--- src/rtl/tblock_cluster_distributor_if.sv ---
// Engine- and cluster-facing signals of the thread-block distributor.
// The slave modport is the distributor's view; master is the surrounding environment.
interface tblock_cluster_distributor_if #(
   parameter int NumClusters    = 4,
   parameter int PcWidth        = 16,
   parameter int AddressWidth   = 32,
   parameter int TblockIdxBits  = 8,
   parameter int TblockSizeBits = 4,
   parameter int TgroupIdBits   = 8
);
   logic                                      warp_free_o;
   logic                                      allocate_warp_i;
   logic [PcWidth-1:0]                        allocate_pc_i;
   logic [AddressWidth-1:0]                   allocate_dp_addr_i;
   logic [TblockSizeBits-1:0]                 allocate_tblock_size_i;
   logic [TblockIdxBits-1:0]                  allocate_tblock_idx_i;
   logic [TgroupIdBits-1:0]                   allocate_tgroup_id_i;
   logic                                      tblock_done_ready_i;
   logic                                      tblock_done_o;
   logic [TgroupIdBits-1:0]                   tblock_done_id_o;
   logic [NumClusters-1:0]                    cl_warp_free_i;
   logic [NumClusters-1:0]                    cl_allocate_warp_o;
   logic [PcWidth-1:0]                        cl_allocate_pc_o;
   logic [AddressWidth-1:0]                   cl_allocate_dp_addr_o;
   logic [TblockSizeBits-1:0]                 cl_allocate_tblock_size_o;
   logic [TblockIdxBits-1:0]                  cl_allocate_tblock_idx_o;
   logic [TgroupIdBits-1:0]                   cl_allocate_tgroup_id_o;
   logic [NumClusters-1:0]                    cl_tblock_done_i;
   logic [NumClusters-1:0][TgroupIdBits-1:0]  cl_tblock_done_id_i;
   logic [NumClusters-1:0]                    cl_tblock_done_ready_o;
   logic                                      idle_o;

   modport slave (
      input  allocate_warp_i, allocate_pc_i, allocate_dp_addr_i, allocate_tblock_size_i,
             allocate_tblock_idx_i, allocate_tgroup_id_i, tblock_done_ready_i,
             cl_warp_free_i, cl_tblock_done_i, cl_tblock_done_id_i,
      output warp_free_o, tblock_done_o, tblock_done_id_o, cl_allocate_warp_o,
             cl_allocate_pc_o, cl_allocate_dp_addr_o, cl_allocate_tblock_size_o,
             cl_allocate_tblock_idx_o, cl_allocate_tgroup_id_o, cl_tblock_done_ready_o, idle_o
   );

   modport master (
      output allocate_warp_i, allocate_pc_i, allocate_dp_addr_i, allocate_tblock_size_i,
             allocate_tblock_idx_i, allocate_tgroup_id_i, tblock_done_ready_i,
             cl_warp_free_i, cl_tblock_done_i, cl_tblock_done_id_i,
      input  warp_free_o, tblock_done_o, tblock_done_id_o, cl_allocate_warp_o,
             cl_allocate_pc_o, cl_allocate_dp_addr_o, cl_allocate_tblock_size_o,
             cl_allocate_tblock_idx_o, cl_allocate_tgroup_id_o, cl_tblock_done_ready_o, idle_o
   );
endinterface

--- src/rtl/tblock_cluster_distributor.sv ---
// Round-robin distribution of thread blocks over compute clusters and round-robin
// merge of their completions into one registered stream, with per-cluster idle tracking.
module tblock_cluster_distributor #(
   parameter int NumClusters     = 4,
   parameter int PcWidth         = 16,
   parameter int AddressWidth    = 32,
   parameter int TblockIdxBits   = 8,
   parameter int TblockSizeBits  = 4,
   parameter int TgroupIdBits    = 8,
   parameter int OutstandingBits = 4
) (
   input logic                          clk_i,
   input logic                          rst_ni,
   tblock_cluster_distributor_if.slave  bus
);
   localparam int PtrW = $clog2(NumClusters);
   typedef logic [PtrW-1:0]            ptr_t;
   typedef logic [OutstandingBits-1:0] cnt_t;

   function automatic ptr_t ptr_inc(ptr_t p);
      return (int'(p) == NumClusters - 1) ? '0 : ptr_t'(p + 1'b1);
   endfunction

   // Saturating counter step: same-cycle inc and dec cancel, never wraps.
   function automatic cnt_t cnt_next(cnt_t c, logic inc, logic dec);
      if (inc && !dec) return (c == '1) ? c : cnt_t'(c + 1'b1);
      if (dec && !inc) return (c == '0) ? c : cnt_t'(c - 1'b1);
      return c;
   endfunction

   function automatic ptr_t rr_pick(logic [NumClusters-1:0] req, ptr_t start);
      ptr_t pick;
      logic found;
      pick  = start;
      found = 1'b0;
      for (int i = 0; i < NumClusters; i++) begin
         ptr_t k;
         k = ptr_t'((int'(start) + i) % NumClusters);
         if (!found && req[k]) begin
            found = 1'b1;
            pick  = k;
         end
      end
      return pick;
   endfunction

   ptr_t                    alloc_ptr_q, done_ptr_q, alloc_idx, done_idx;
   logic                    alloc_fire, done_can_load, done_fire;
   logic                    done_valid_q;
   logic [TgroupIdBits-1:0] done_id_q;
   cnt_t                    outstanding_q [NumClusters];
   logic [NumClusters-1:0]  cnt_zero;

   assign bus.warp_free_o = |bus.cl_warp_free_i;
   assign alloc_idx       = rr_pick(bus.cl_warp_free_i, alloc_ptr_q);
   assign alloc_fire      = bus.allocate_warp_i && bus.warp_free_o;
   // Ready from the engine only frees the register; it never reaches tblock_done_o.
   assign done_can_load   = !done_valid_q || bus.tblock_done_ready_i;
   assign done_idx        = rr_pick(bus.cl_tblock_done_i, done_ptr_q);
   assign done_fire       = done_can_load && (|bus.cl_tblock_done_i);

   always_comb begin
      bus.cl_allocate_warp_o     = '0;
      bus.cl_tblock_done_ready_o = '0;
      if (alloc_fire) bus.cl_allocate_warp_o[alloc_idx] = 1'b1;
      if (done_fire)  bus.cl_tblock_done_ready_o[done_idx] = 1'b1;
   end

   assign bus.cl_allocate_pc_o          = PcWidth'(bus.allocate_pc_i);
   assign bus.cl_allocate_dp_addr_o     = AddressWidth'(bus.allocate_dp_addr_i);
   assign bus.cl_allocate_tblock_size_o = TblockSizeBits'(bus.allocate_tblock_size_i);
   assign bus.cl_allocate_tblock_idx_o  = TblockIdxBits'(bus.allocate_tblock_idx_i);
   assign bus.cl_allocate_tgroup_id_o   = TgroupIdBits'(bus.allocate_tgroup_id_i);

   always_ff @(posedge clk_i or negedge rst_ni) begin
      if (!rst_ni) begin
         alloc_ptr_q  <= '0;
         done_ptr_q   <= '0;
         done_valid_q <= 1'b0;
         done_id_q    <= '0;
      end else begin
         if (alloc_fire) alloc_ptr_q <= ptr_inc(alloc_idx);
         if (done_fire) begin
            done_ptr_q <= ptr_inc(done_idx);
            done_id_q  <= bus.cl_tblock_done_id_i[done_idx];
         end
         if (done_can_load) done_valid_q <= done_fire;
      end
   end

   always_ff @(posedge clk_i or negedge rst_ni) begin
      if (!rst_ni) begin
         for (int k = 0; k < NumClusters; k++) outstanding_q[k] <= '0;
      end else begin
         for (int k = 0; k < NumClusters; k++)
            outstanding_q[k] <= cnt_next(outstanding_q[k],
                                         alloc_fire && (alloc_idx == ptr_t'(k)),
                                         done_fire && (done_idx == ptr_t'(k)));
      end
   end

   always_comb begin
      cnt_zero = '0;
      for (int k = 0; k < NumClusters; k++) cnt_zero[k] = (outstanding_q[k] == '0);
   end

   assign bus.tblock_done_o    = done_valid_q;
   assign bus.tblock_done_id_o = done_id_q;
   assign bus.idle_o           = !done_valid_q && (&cnt_zero);

   a_alloc_needs_free: assert property (@(posedge clk_i) disable iff (!rst_ni)
      bus.allocate_warp_i |-> bus.warp_free_o);

   for (genvar g = 0; g < NumClusters; g++) begin : g_cnt_chk
      a_no_overflow: assert property (@(posedge clk_i) disable iff (!rst_ni)
         (alloc_fire && alloc_idx == ptr_t'(g) && !(done_fire && done_idx == ptr_t'(g)))
         |-> (outstanding_q[g] != '1));
      a_no_underflow: assert property (@(posedge clk_i) disable iff (!rst_ni)
         (done_fire && done_idx == ptr_t'(g) && !(alloc_fire && alloc_idx == ptr_t'(g)))
         |-> (outstanding_q[g] != '0));
   end
endmodule

--- src/flat_wrapper.sv ---
// flat-port wrapper written by rule: the top's interface ports become plain ports
module tblock_cluster_distributor_flat 
#(
   parameter int NumClusters     = 4,
   parameter int PcWidth         = 16,
   parameter int AddressWidth    = 32,
   parameter int TblockIdxBits   = 8,
   parameter int TblockSizeBits  = 4,
   parameter int TgroupIdBits    = 8,
   parameter int OutstandingBits = 4
)
  (clk_i, rst_ni, bus_allocate_warp_i, bus_allocate_pc_i, bus_allocate_dp_addr_i, bus_allocate_tblock_size_i, bus_allocate_tblock_idx_i, bus_allocate_tgroup_id_i, bus_tblock_done_ready_i, bus_cl_warp_free_i, bus_cl_tblock_done_i, bus_cl_tblock_done_id_i, bus_warp_free_o, bus_tblock_done_o, bus_tblock_done_id_o, bus_cl_allocate_warp_o, bus_cl_allocate_pc_o, bus_cl_allocate_dp_addr_o, bus_cl_allocate_tblock_size_o, bus_cl_allocate_tblock_idx_o, bus_cl_allocate_tgroup_id_o, bus_cl_tblock_done_ready_o, bus_idle_o);
  tblock_cluster_distributor_if #(.NumClusters(NumClusters), .PcWidth(PcWidth), .AddressWidth(AddressWidth), .TblockIdxBits(TblockIdxBits), .TblockSizeBits(TblockSizeBits), .TgroupIdBits(TgroupIdBits)) bus_i ();
  input logic clk_i;
  input logic rst_ni;
  input wire logic [$bits(bus_i.allocate_warp_i)-1:0] bus_allocate_warp_i;
  input wire logic [$bits(bus_i.allocate_pc_i)-1:0] bus_allocate_pc_i;
  input wire logic [$bits(bus_i.allocate_dp_addr_i)-1:0] bus_allocate_dp_addr_i;
  input wire logic [$bits(bus_i.allocate_tblock_size_i)-1:0] bus_allocate_tblock_size_i;
  input wire logic [$bits(bus_i.allocate_tblock_idx_i)-1:0] bus_allocate_tblock_idx_i;
  input wire logic [$bits(bus_i.allocate_tgroup_id_i)-1:0] bus_allocate_tgroup_id_i;
  input wire logic [$bits(bus_i.tblock_done_ready_i)-1:0] bus_tblock_done_ready_i;
  input wire logic [$bits(bus_i.cl_warp_free_i)-1:0] bus_cl_warp_free_i;
  input wire logic [$bits(bus_i.cl_tblock_done_i)-1:0] bus_cl_tblock_done_i;
  input wire logic [$bits(bus_i.cl_tblock_done_id_i)-1:0] bus_cl_tblock_done_id_i;
  output wire logic [$bits(bus_i.warp_free_o)-1:0] bus_warp_free_o;
  output wire logic [$bits(bus_i.tblock_done_o)-1:0] bus_tblock_done_o;
  output wire logic [$bits(bus_i.tblock_done_id_o)-1:0] bus_tblock_done_id_o;
  output wire logic [$bits(bus_i.cl_allocate_warp_o)-1:0] bus_cl_allocate_warp_o;
  output wire logic [$bits(bus_i.cl_allocate_pc_o)-1:0] bus_cl_allocate_pc_o;
  output wire logic [$bits(bus_i.cl_allocate_dp_addr_o)-1:0] bus_cl_allocate_dp_addr_o;
  output wire logic [$bits(bus_i.cl_allocate_tblock_size_o)-1:0] bus_cl_allocate_tblock_size_o;
  output wire logic [$bits(bus_i.cl_allocate_tblock_idx_o)-1:0] bus_cl_allocate_tblock_idx_o;
  output wire logic [$bits(bus_i.cl_allocate_tgroup_id_o)-1:0] bus_cl_allocate_tgroup_id_o;
  output wire logic [$bits(bus_i.cl_tblock_done_ready_o)-1:0] bus_cl_tblock_done_ready_o;
  output wire logic [$bits(bus_i.idle_o)-1:0] bus_idle_o;
  assign bus_i.allocate_warp_i = bus_allocate_warp_i;
  assign bus_i.allocate_pc_i = bus_allocate_pc_i;
  assign bus_i.allocate_dp_addr_i = bus_allocate_dp_addr_i;
  assign bus_i.allocate_tblock_size_i = bus_allocate_tblock_size_i;
  assign bus_i.allocate_tblock_idx_i = bus_allocate_tblock_idx_i;
  assign bus_i.allocate_tgroup_id_i = bus_allocate_tgroup_id_i;
  assign bus_i.tblock_done_ready_i = bus_tblock_done_ready_i;
  assign bus_i.cl_warp_free_i = bus_cl_warp_free_i;
  assign bus_i.cl_tblock_done_i = bus_cl_tblock_done_i;
  assign bus_i.cl_tblock_done_id_i = bus_cl_tblock_done_id_i;
  assign bus_warp_free_o = bus_i.warp_free_o;
  assign bus_tblock_done_o = bus_i.tblock_done_o;
  assign bus_tblock_done_id_o = bus_i.tblock_done_id_o;
  assign bus_cl_allocate_warp_o = bus_i.cl_allocate_warp_o;
  assign bus_cl_allocate_pc_o = bus_i.cl_allocate_pc_o;
  assign bus_cl_allocate_dp_addr_o = bus_i.cl_allocate_dp_addr_o;
  assign bus_cl_allocate_tblock_size_o = bus_i.cl_allocate_tblock_size_o;
  assign bus_cl_allocate_tblock_idx_o = bus_i.cl_allocate_tblock_idx_o;
  assign bus_cl_allocate_tgroup_id_o = bus_i.cl_allocate_tgroup_id_o;
  assign bus_cl_tblock_done_ready_o = bus_i.cl_tblock_done_ready_o;
  assign bus_idle_o = bus_i.idle_o;
  tblock_cluster_distributor #(.NumClusters(NumClusters), .PcWidth(PcWidth), .AddressWidth(AddressWidth), .TblockIdxBits(TblockIdxBits), .TblockSizeBits(TblockSizeBits), .TgroupIdBits(TgroupIdBits), .OutstandingBits(OutstandingBits)) u_core (.clk_i(clk_i), .rst_ni(rst_ni), .bus(bus_i));
endmodule
--- config.mk ---
export PLATFORM = sky130hd
export DESIGN_NAME = tblock_cluster_distributor_flat
export DESIGN_NICKNAME = d
export VERILOG_FILES = /design/src/rtl/tblock_cluster_distributor_if.sv /design/src/rtl/tblock_cluster_distributor.sv /design/src/flat_wrapper.sv
export SDC_FILE = /design/constraint.sdc
export NUM_CORES = 1
export LEC_CHECK = 0
export ABC_CLOCK_PERIOD_IN_PS = 3970
export CAP_MARGIN = 10
export CORE_MARGIN = 8
export CORE_UTILIZATION = 40
export DETAILED_ROUTE_END_ITERATION = 7
export PLACE_DENSITY = 0.84
export SETUP_SLACK_MARGIN = 0.02
export SKIP_LAST_GASP = 1
export SYNTH_ARGS = -nofsm -noshare
export SYNTH_HDL_FRONTEND = slang
export SYNTH_SLANG_ARGS = --single-unit
--- constraint.sdc ---
create_clock -name clk_i -period 3.97 [get_ports clk_i]
set_input_delay 0.5955 -clock clk_i [delete_from_list [all_inputs] [get_ports clk_i]]
set_output_delay 0.5955 -clock clk_i [all_outputs]
set_load 0.05 [all_outputs]
# == After elaboration in Yosys (flattened, before gate mapping) ==
# Index checks and enable logic that the tools add are counted.
# op_classes
addsub,16
order_cmp,12
eq_ne,16
muxes,74
reduce_logical,60
# ops
op,count
2-to-1 mux 4 bit,26
less-than comparator 2 x 3 -> 1 bit (second input constant),10
2-to-1 mux 1 bit,28
logical AND 1 bit,27
adder 4 x 1 -> 4 bit (second input constant),4
binary-select mux 1 bit (select 2 bit),8
binary-select mux 8 bit (select 2 bit),1
equality test 4 bit (second input constant),4
logical NOT 4 bit,4
2-to-1 mux 2 bit,8
subtractor 4 x 1 -> 4 bit (second input constant),4
logical NOT 1 bit,15
inequality test 3 bit (second input constant),4
adder 2 x 1 -> 2 bit (second input constant),4
adder 2 bit (second input constant),4
equality test 2 x 1 -> 1 bit (second input constant),4
equality test 2 bit (second input constant),4
2-to-1 mux 8 bit,1
AND reduction 2 bit,4
nonzero test 2 bit,4
OR reduction 4 bit,2
demux 1 bit (select 2 bit),2
greater-or-equal comparator 2 x 1 -> 1 bit (second input constant),2
logical NOT 2 bit,2
2 further kinds,2
# totals
regBits,29
inputBits,112
out_inout_bits,87
elab_cells,186

# == Depth between registers and ports, before layout ==
# depth
word_depth,20
ltp_mapped,15
mapped_depth_nobuf,15

# == Worst setup path before layout ==
# OpenSTA, ideal clock, no wires.
# synth_timing
kind,input to register
startpoint,in bus_cl_tblock_done_i[2]
endpoint,reg u_core.outstanding_q[3] (netlist name)
setup_ns,0.121
t_arrival_ns,3.029
required_ns,3.849
path_slack_ns,0.820
path_stages,13
n_path_buf,0
path_cell_list,nor2b_1 > o21ai_0 > o211ai_2 > inv_2 > ha_1 > and2_1 > inv_1 > ha_1 > nand2b_1 > o31a_1 > a41oi_1 > o21ai_0 > a22o_1
# synth_between
elab_chain_len,19
elab_cells_between_ends,36
classes_between,eq/ne: 2; mux: 20; reduce/logical: 14
# synth_rtl
item,line_no,source
start: declaration,flat_wrapper.sv:24,input wire logic [$bits(bus_i.cl_tblock_done_i)-1:0] bus_cl_tblock_done_i;
binary-select mux 1 bit (select 2 bit),tblock_cluster_distributor.sv:39,if (!found && req[k]) begin
2-to-1 mux 1 bit (not written as such),tblock_cluster_distributor.sv:39,
2-to-1 mux 1 bit,tblock_cluster_distributor.sv:39,
logical NOT 1 bit,tblock_cluster_distributor.sv:39,
logical AND 1 bit,tblock_cluster_distributor.sv:39,
2-to-1 mux 1 bit,tblock_cluster_distributor.sv:39,
logical NOT 1 bit,tblock_cluster_distributor.sv:39,
logical AND 1 bit,tblock_cluster_distributor.sv:39,
[3 not listed],n/a,
2-to-1 mux 2 bit,tblock_cluster_distributor.sv:39,
equality test 2 bit,tblock_cluster_distributor.sv:98,done_fire && (done_idx == ptr_t'(k)));
logical AND 1 bit (*),tblock_cluster_distributor.sv:98,
logical NOT 1 bit / logical AND 1 bit (equally long branches),"tblock_cluster_distributor.sv:26, tblock_cluster_distributor.sv:27",
logical AND 1 bit / 2-to-1 mux 1 bit (equally long branches),"tblock_cluster_distributor.sv:26, tblock_cluster_distributor.sv:27",
2-to-1 mux 1 bit (on tied branches),"tblock_cluster_distributor.sv:26, tblock_cluster_distributor.sv:27",
inequality test 3 bit (no source line) / nonzero test 2 bit (equally long branches),n/a,
AND reduction 2 bit (no source line),n/a,
end signal: indexed assignment,tblock_cluster_distributor.sv:96,"outstanding_q[k] <= cnt_next(outstanding_q[k],"
end: declaration,tblock_cluster_distributor.sv:51,cnt_t outstanding_q [NumClusters];
# Mark *: on every way between the ends. The rest lies on a longest branch, timed or not. The select of a mux whose other input is x is not followed.
# A chain may end at the register's enable or synchronous reset.

# == Final worst setup path ==
# layout_timing
startpoint,in bus_cl_warp_free_i[2]
endpoint,out bus_cl_allocate_warp_o[2]
# layout_between
elab_chain_len,17
elab_cells_between_ends,28
classes_between,order compare: 2; mux: 17; reduce/logical: 9
# layout_rtl
item,line_no,source
start: declaration,flat_wrapper.sv:23,input wire logic [$bits(bus_i.cl_warp_free_i)-1:0] bus_cl_warp_free_i;
binary-select mux 1 bit (select 2 bit),tblock_cluster_distributor.sv:39,
2-to-1 mux 1 bit (not written as such),tblock_cluster_distributor.sv:39,
2-to-1 mux 1 bit,tblock_cluster_distributor.sv:39,
logical NOT 1 bit,tblock_cluster_distributor.sv:39,
logical AND 1 bit,tblock_cluster_distributor.sv:39,
2-to-1 mux 1 bit,tblock_cluster_distributor.sv:39,
logical NOT 1 bit,tblock_cluster_distributor.sv:39,
logical AND 1 bit,tblock_cluster_distributor.sv:39,
2-to-1 mux 1 bit,tblock_cluster_distributor.sv:39,
logical NOT 1 bit,tblock_cluster_distributor.sv:39,
logical AND 1 bit,tblock_cluster_distributor.sv:39,
2-to-1 mux 2 bit,tblock_cluster_distributor.sv:39,
less-than comparator 2 x 3 -> 1 bit (not written as such) / greater-or-equal comparator 2 x 1 -> 1 bit (equally long branches),tblock_cluster_distributor.sv:65,if (alloc_fire) bus.cl_allocate_warp_o[alloc_idx] = 1'b1;
logical AND 1 bit (not written as such),tblock_cluster_distributor.sv:65,
2-to-1 mux 1 bit (not written as such),tblock_cluster_distributor.sv:65,
demux 1 bit (select 2 bit),n/a,
2-to-1 mux 4 bit (*),tblock_cluster_distributor.sv:65,
end: declaration,flat_wrapper.sv:29,output wire logic [$bits(bus_i.cl_allocate_warp_o)-1:0] bus_cl_allocate_warp_o;
# Marked as above.

==> results.txt <==
Total GRT Usage: 0.142
Library cells used by synthesis: 59
Most common flop cell mapped by yosys: dfrtp_1
Cts hold-fix bufs: 0
Worst reg2reg path startpoint: u_core.bus.tblock_done_o
Synthesized area per cell: 8.47 um^2
Fin crit share: 0.921
Post-Route WL: 7450 um
Site row count: 32
Clock-pin slew on the worst setup and hold paths: 0.06 ns
Area grow syn2layout: 10.8%
I/O pin count: 199
Die area: 10,700 um^2
H-tree levels: 2
Top-area cell type share of the netlist area: 0.237
Yosys synthesis warning count: 0
Crit path required time: 3.37 ns
RSZ-0062 raised after global routing: no
Root Buffer: clkbuf_8
Post-layout nets: 487
Max Cap Viol: 0
Synth Cell Area: 3060 um^2
Vias per inst: 5.55
Status: complete, no violations
Min Hold Slack: 0.483 ns
Setup TNS: 0 ns
Slew headroom: 0.448
Power Density: 616 nW/um^2
Fin. max-slew vios: 0
Syn Nets: 492
Max clock buf depth: 2
Skew final: 0.00841 ns
Violation count after the first detailed-route iteration: 145
CTS tree: built
Flop pwr share: 0.272
Final Hold Viols: 0
Die Span Y: 103 um
# DRC: 0
Max VDD drop: 348 uV
Seq/Total Area, Yosys: 0.237
Non-Filler Instances: 459
Final setup fails: 0
Fmax: 274 MHz
Clock network fraction of total power: 0.132
Worst Path Class, Setup: in -> out
HPWL Detailed: 5750 um
CP Launch Type: input port
PortBufs: 62
First-pass GRT wire length: 12,100 um
Switching Share: 0.474
Number of flops mapped to enable cells by yosys: 0
Placed insts: 451
Gate Count Post-Synth: 361
Combinational power share: 0.596
Routed Antenna Nets: 0
CTS buffer count: 5
# clock sinks: 29
Clk Latency, worst-skew pair: 0.29 ns
Leak Pwr: 1.47 nW
Worst EP arrival: 3.06 ns
Total gr overflow: 0
Setup crit end kind: output pin
GPL Wtd Cong: 0.907
Initial antenna violation count: 0
First-pass DRT Iterations: 4
Post-CTS Setup Inserts: 0
CP max FO: 6
Largest cells by area after synthesis: dfrtp_1 (24%), buf_4 (17%), ha_1 (7.8%)
Initial Utilization: 0.404
Worst slew pin tran: 0.826 ns
Switching Power: 0.987 mW
Worst Setup EP: bus_cl_allocate_warp_o[2]
CTS resizes: 0
Worst Setup SP: bus_cl_warp_free_i[2]
FF+latch count, synth: 29
Core footprint: 7570 um^2
Reg2reg end: u_core.outstanding_q[3]
R2R Setup Slk: 1.07 ns
Antenna Cells: 0
R2R depth: 10
Overall power: 2.09 mW
Vias in the first global route: 2,576
Cell-internal power: 1.10 mW
Hold Path Class: reg -> reg
Die X: 103 um
Via Count: 2,549
WL/cell: 16.2 um
Ratio of cells with drive above 1 in the final layout: 0.118
Post-synth top area cell: dfrtp_1
Crit path time final: 3.66 ns
Post-synth ARST share: 1.00
Largest net degree at the start of global routing: 30
==> power by group through the flow <==
stage                     Clock [mW]  Combinational (mW)  Sequential [mW]
final                          0.276                1.24            0.566
after global placement             0                1.19            0.555
after detailed placement           0                1.24            0.564
after global routing           0.296                1.38            0.588
after CTS                      0.285                1.24            0.560
after floorplan                    0                1.01            0.623
==> critical path, cell delays in order <==
cell and delay, ns:
clkdlybuf4s50_1 0.50, inv_1 0.09, and3_1 0.19, o32ai_1 0.22
a21oi_1 0.13, inv_1 0.13, ha_1 0.20, nand3_4 0.10
inv_4 0.10, clkdlybuf4s50_1 0.81
==> routing by layer <==
metal / track usage / routed length [um] / vias to the layer above
met2: 0.237 / 3850 / 80
met4: 0.0834 / 180 / 0
met1: 0.159 / 2930 / 1229
met5: 0 / 0 / -
met3: 0.0388 / 485 / 26
li1: - / - / 1214
==> area by class of cell <==
cell class              count  area [um^2]
inverters                  26          100
flip-flops and latches     29          726
multi-input cells         228         1670
clock buffers               7         96.3
well taps                 102          128
fillers                   721         4180
clock inverters             1         5.00
repair buffers             66          661
==> cell usage in the layout (no fill, tap or decap), drive strengths merged, types with 10 or more instances in the layout <==
master / count
a21oi: 13
buf: 10
clkdlybuf4s50: 56
dfrtp: 29
ha: 19
inv: 26
mux2i: 23
nand2: 21
nand3: 13
nor2: 14
o21ai: 19
==> worst min-delay path by stage <==
| stage | startpoint | end | slack [ns] | depth (start not counted) |
|---|---|---|---|---|
| floorplan | rst_ni | u_core.alloc_ptr_q[0] | 0.30 | 0 |
| global placement | u_core.bus.tblock_done_id_o[2] | u_core.bus.tblock_done_id_o[2] | 0.46 | 2 |
| detailed placement | u_core.bus.tblock_done_id_o[2] | u_core.bus.tblock_done_id_o[2] | 0.48 | 2 |
| CTS | u_core.bus.tblock_done_id_o[7] | u_core.bus.tblock_done_id_o[7] | 0.49 | 2 |
| global route | u_core.bus.tblock_done_id_o[4] | u_core.bus.tblock_done_id_o[4] | 0.51 | 2 |
| finish | u_core.bus.tblock_done_id_o[7] | u_core.bus.tblock_done_id_o[7] | 0.48 | 2 |
==> cell families after synthesis <==
family,count (synthesis),share of synthesized area
compound gates,72,0.161
xor+xnor,5,0.0143
fa+ha+maj,19,0.0778
buf+inv,104,0.216
flops,29,0.237
mux,32,0.108
simple gates,100,0.185
==> state kept, by name, indices dropped and copies added, names as in the netlist <==
| signal | flops |
|---|---|
| u_core.bus.tblock_done_o | 1 |
| u_core.done_ptr_q | 2 |
| u_core.bus.tblock_done_id_o | 8 |
| u_core.alloc_ptr_q | 2 |
| u_core.outstanding_q | 16 |
==> metrics by stage <==
step | worst slack (ns) | area (um^2) | util
after floorplan | 0.820 | 3060 | -
after global placement | 0.413 | 3290 | 0.434
after detailed placement | 0.343 | 3290 | 0.434
after CTS | 0.316 | 3390 | 0.448
after global routing | 0.200 | 3390 | 0.448
final | 0.314 | 3390 | 0.448
==> synthesized netlist by cell type (2+ instances only) <==
| library cell | number |
|---|---|
| or3_1 | 4 |
| clkbuf_1 | 6 |
| or4_1 | 2 |
| and2_1 | 2 |
| nand2b_1 | 6 |
| nand2_1 | 20 |
| o31ai_1 | 3 |
| nor4_1 | 5 |
| o311ai_0 | 2 |
| ha_1 | 19 |
| nand4_1 | 5 |
| nor2_1 | 14 |
| inv_1 | 22 |
| nand3_1 | 11 |
| o22ai_1 | 3 |
| inv_2 | 3 |
| o32ai_1 | 3 |
| mux2i_1 | 23 |
| buf_4 | 68 |
| dfrtp_1 | 29 |
| o211a_1 | 2 |
| nor2b_1 | 8 |
| xnor2_1 | 4 |
| and3_1 | 3 |
| a31oi_1 | 6 |
| a21oi_1 | 13 |
| nor3_1 | 8 |
| nor3b_1 | 3 |
| and4_1 | 2 |
| mux2_2 | 9 |
| a31o_2 | 2 |
| o211ai_1 | 3 |
| o21ai_0 | 19 |
| o31a_1 | 2 |
| buf_2 | 3 |
(Power assumes the default switching activity.)
